==> config.mk <==
export PLATFORM = sky130hd
export DESIGN_NAME = conv_mac_seq
export DESIGN_NICKNAME = d
export VERILOG_FILES = /design/src/rtl/conv_mac_seq.sv
export SDC_FILE = /design/constraint.sdc
export NUM_CORES = 1
export LEC_CHECK = 0
export BUFFER_PORTS_ARGS = -buffer_cell sky130_fd_sc_hd__buf_2
export CAP_MARGIN = 20
export CORE_MARGIN = 8
export CORE_UTILIZATION = 63
export DETAILED_ROUTE_END_ITERATION = 8
export HOLD_SLACK_MARGIN = 0.15
export MAX_ROUTING_LAYER = met4
export PLACE_DENSITY = 0.89
export SLEW_MARGIN = 25
export SYNTH_ARGS = -nofsm -noshare
export SYNTH_HDL_FRONTEND = slang
export SYNTH_SLANG_ARGS = --single-unit
==> constraint.sdc <==
create_clock -name clk -period 9.2 [get_ports clk]
set_input_delay 0 -clock clk [delete_from_list [all_inputs] [get_ports clk]]
set_output_delay 0 -clock clk [all_outputs]
set_load 0.005 [all_outputs]
==> src/rtl/conv_mac_seq.sv <==
// Serial signed fixed-point dot product of a latched D-element window and filter.
// Optional build macro CONV_RELU_EN clamps negative results to zero after saturation.
module conv_mac_seq #(
    parameter int DATA_WIDTH = 16,
    parameter int D          = 4,
    parameter int FRAC_BITS  = 8,
    parameter int ACC_WIDTH  = 40
) (
    input  logic                      clk,
    input  logic                      reset,
    input  logic                      start,
    input  logic [0:DATA_WIDTH*D-1]   image,
    input  logic [0:DATA_WIDTH*D-1]   filter,
    output logic                      busy,
    output logic [DATA_WIDTH-1:0]     result,
    output logic                      result_valid,
    input  logic                      result_ready
);

    // state | meaning
    // IDLE  | waiting for start; window and filter latched on acceptance
    // MAC   | one tap multiplied and accumulated per clock, taps 0..D-1
    // SCALE | accumulator shifted, saturated (and rectified) into result
    // OUT   | result held with result_valid until result_ready
    typedef enum logic [1:0] {IDLE, MAC, SCALE, OUT} state_t;

    localparam int CW = (D > 1) ? $clog2(D) : 1;
    localparam logic [CW-1:0] LAST_TAP = CW'(D - 1);
    localparam logic signed [ACC_WIDTH-1:0] SAT_MAX =
        {{(ACC_WIDTH-DATA_WIDTH+1){1'b0}}, {(DATA_WIDTH-1){1'b1}}};
    localparam logic signed [ACC_WIDTH-1:0] SAT_MIN =
        {{(ACC_WIDTH-DATA_WIDTH+1){1'b1}}, {(DATA_WIDTH-1){1'b0}}};

    generate
        if (D < 1) begin : g_bad_d
            $error("conv_mac_seq: D must be >= 1");
        end
        if (ACC_WIDTH < 2*DATA_WIDTH + $clog2(D)) begin : g_bad_acc
            $error("conv_mac_seq: ACC_WIDTH too small for D full-width products");
        end
    endgenerate

    state_t                        state, state_nxt;
    logic [CW-1:0]                 cnt;
    logic signed [DATA_WIDTH-1:0]  img_q [D];
    logic signed [DATA_WIDTH-1:0]  flt_q [D];
    logic signed [ACC_WIDTH-1:0]   acc;
    logic signed [2*DATA_WIDTH-1:0] prod;
    logic signed [ACC_WIDTH-1:0]   prod_ext;
    logic signed [ACC_WIDTH-1:0]   acc_shr;
    logic [DATA_WIDTH-1:0]         res_d;

    assign prod     = img_q[cnt] * flt_q[cnt];
    assign prod_ext = ACC_WIDTH'(prod);
    assign acc_shr  = acc >>> FRAC_BITS;

    always_comb begin
        res_d = acc_shr[DATA_WIDTH-1:0];
        if (acc_shr > SAT_MAX) begin
            res_d = {1'b0, {(DATA_WIDTH-1){1'b1}}};
        end else if (acc_shr < SAT_MIN) begin
            res_d = {1'b1, {(DATA_WIDTH-1){1'b0}}};
        end
`ifdef CONV_RELU_EN
        if (res_d[DATA_WIDTH-1]) begin
            res_d = '0;
        end
`endif
    end

    always_comb begin
        state_nxt = state;
        case (state)
            IDLE:  if (start) state_nxt = MAC;
            MAC:   if (cnt == LAST_TAP) state_nxt = SCALE;
            SCALE: state_nxt = OUT;
            OUT:   if (result_ready) state_nxt = IDLE;
            default: state_nxt = IDLE;
        endcase
    end

    always_ff @(posedge clk or negedge reset) begin
        if (!reset) begin
            state  <= IDLE;
            cnt    <= '0;
            acc    <= '0;
            result <= '0;
            for (int i = 0; i < D; i++) begin
                img_q[i] <= '0;
                flt_q[i] <= '0;
            end
        end else begin
            state <= state_nxt;
            case (state)
                IDLE: begin
                    if (start) begin
                        acc <= '0;
                        cnt <= '0;
                        for (int i = 0; i < D; i++) begin
                            img_q[i] <= image[DATA_WIDTH*i +: DATA_WIDTH];
                            flt_q[i] <= filter[DATA_WIDTH*i +: DATA_WIDTH];
                        end
                    end
                end
                MAC: begin
                    acc <= acc + prod_ext;
                    cnt <= (cnt == LAST_TAP) ? '0 : cnt + 1'b1;
                end
                SCALE: result <= res_d;
                default: ;
            endcase
        end
    end

    assign busy         = (state != IDLE);
    assign result_valid = (state == OUT);

endmodule

==> reports/summary.txt <==
WS Path Type - flop to flop
DRC violations left - 0
Clock Skew - 0.0292 ns
worst hold start - start
routed via count - 16,290
Initial Util - 63.2%
Vert. Die Dim - 196 um
setup TNS - 0 ns
CORE AREA - 32,200 sq um
global-route wire length before repair - 98,300 um
drt wl/cell - 23.8 um
Die Area - 38,300 sq um
fin cells - 2,666
Vias/cell - 6.11
hpwl dp - 40,300 um
share of cells above drive strength 1 - 17.1%
Yosys top cell area share - 32.4%
fin nets - 2,810
startpoint type of the worst setup path - flop
Root Buffer - clkbuf_16
Cells after Synth - 1,977
Placed Cells - 2,485
Seq/Total Area, Yosys - 23.1%
EDFF count, synth - 0
FF-to-FF Start - cnt[1]$_DFFE_PN0P_
most frequent cells in the layout - inv_1 (443), fa_1 (330), nand2_1 (192), dfrtp_1 (186), buf_2 (148)
# rows - 66
commonest non-fill, non-tap cell in the layout - inv_1
antenna violations before repair - 14
Fin. Hold Viols - 0
vias in the first global route - 18,250
Tmin final - 8.37 ns
TritonCTS clock tree - done
DR iter-0 viols - 1,710
CTS sink cnt - 188
Clock Path Buffers - 2
Hold Slack - 0.176 ns
fin crit share - 91.0%
Final Util - 72.9%
syn_nets - 2,559
Routed Antenna Nets - 0
CTS clk-pin slew, worst paths - 0.08 ns
Synth area leader - fa_1
FFs w/ async S/R, synth - 100%
Post-Syn Area per Cell - 10.3 sq um
total wire length - 63,500 um
max cap viols - 0
die width - 196 um
clock latency on the worst-skew pair - 0.48 ns
Final Wtd Congestion - 0.963
nature of the critical path endpoint - flop
clock buffer count from CTS - 17
GRT Util Overall - 34.6%
RSZ-0062 raised after global routing - false
H-tree depth - 4
io pins - 150
input/output buffers - 149
Layout area overhead - 15.2%
Critical Path Start - cnt[1]$_DFFE_PN0P_
drt first pass iters - 6
worst hold path type - primary input to flop
crit-path max FO - 39
outcome - finished, final reports clean
Synth area leaders - fa_1 (32%), dfrtp_1 (23%), inv_1 (8.2%), mux2_2 (8.1%), ha_1 (7.4%)
Post-CTS Setup Repair Bufs - 0
cell area after synthesis - 20,400 sq um
Seq cells post-synth - 188
Slew headroom - 27.9%
Main synth FF type - dfrtp_1
CP arrival - 8.72 ns
WP data required - 9.55 ns
Overflow after GRT - 0
Least-Margin Pin Slew - 1.07 ns
largest net degree at the start of global routing - 128
Cell variety after synth - 66
Slew Limit Fails - 0
final setup fails - 0
Fmax achieved - 119 MHz
Yosys warnings - 0
==> path summary, 6_finish.rpt <==
check                                              end  slack [ns]  depth (start not counted)
max in group asynchronous        result[1]$_DFFE_PN0P_        7.52                          4
worst max-delay path               acc[39]$_DFFE_PN0P_        0.83                         23
min in group asynchronous        flt_q[49]$_DFFE_PN0P_        0.56                          3
worst max register to register     acc[39]$_DFFE_PN0P_        0.83                         23
worst min-delay path              state[0]$_DFFE_PN0P_        0.18                          5
worst min register to register  result[15]$_DFFE_PN0P_        0.51                          2
==> repair_timing <==
action                                 4_1_cts  5_1_grt
endpoints found under the hold margin      256       32
hold buffers                               130        1
resized for setup                            0        0
==> routing by layer <==
metal / track usage [%] / routed length, um / share of wire [%] / vias up
li1: - / - / - / 6665
met1: 34.6 / 20100 / 32 / 8098
met2: 55.5 / 30700 / 48 / 1089
met3: 11.7 / 6860 / 11 / 438
met4: 26.8 / 5810 / 9.1 / 0
met5: - / 0 / 0 / -
==> cell families (layout without fill, tap and decap cells) <==
logic type                 Yosys count  count (layout)  share of synthesized area, %
AOI/OAI and AO/OA                  207             207                          7.04
xor gates and xnor gates            34              34                          1.46
and+or+nand+nor                    409             409                          8.55
DFF                                188             188                          23.1
buffers and inverters              508             772                          9.43
other                                0              17                             0
muxes                              181             181                          10.6
adders and majority gates          450             450                          39.8
==> through the flow <==
step | instance area, sq um | setup slack [ns]
after global routing | 23500 | 0.527
after detailed placement | 21500 | 1.13
after CTS | 23400 | 1.13
after global placement | 21500 | 1.42
after floorplan | 20400 | 2.14
final | 23500 | 0.830
==> synthesized netlist by cell type (7+ instances only) <==
cell	count
o22ai_1	17
nand4_1	9
clkbuf_1	49
a22o_1	7
and3_1	7
o21ai_0	31
nand3_1	8
fa_1	330
xor2_1	15
dfrtp_1	188
mux2_2	147
nand2_1	193
nor3_1	11
ha_1	120
o21bai_1	7
buf_2	11
mux2i_1	21
inv_1	443
a21oi_1	35
o21ai_1	32
and2_1	19
nor2b_1	9
o21a_1	17
a21o_1	14
xnor2_1	19
nor2_1	134
mux4_2	13
==> flip-flops by register name (all words and copies together) (netlist names) <==
| register | flops |
|---|---|
| cnt | 2 |
| result | 16 |
| state | 2 |
| flt_q | 64 |
| img_q | 64 |
| acc | 40 |
==> cell type report <==
cell class                 count  area, sq um
antenna                       17         42.5
clock inverter                14          148
sequential                   188         4710
clock buffer                  18          429
inverter                     444         1670
fill                        2046         8740
tap                          408          510
timing repair buffer         296         2210
multi-input combinational   1281        13700
==> critical path, stage by stage (launching register included) <==
cell and delay (ns):
dfrtp_2 1.04, mux2_2 0.35, o21a_1 0.49, nand2_1 0.37, fa_1 0.73, inv_1 0.12
fa_1 0.50, inv_1 0.20, fa_1 0.66, fa_1 0.57, inv_1 0.08, fa_1 0.58
inv_1 0.06, fa_1 0.49, inv_1 0.05, ha_1 0.37, a21oi_1 0.16, o21bai_1 0.07
a21oi_1 0.24, o21ai_0 0.22, or3b_1 0.40, o22ai_1 0.18, mux2i_1 0.21, nand4_1 0.10
Power is not shown: default switching activity piles up to over one toggle a cycle in this logic, so the estimate is an artifact.
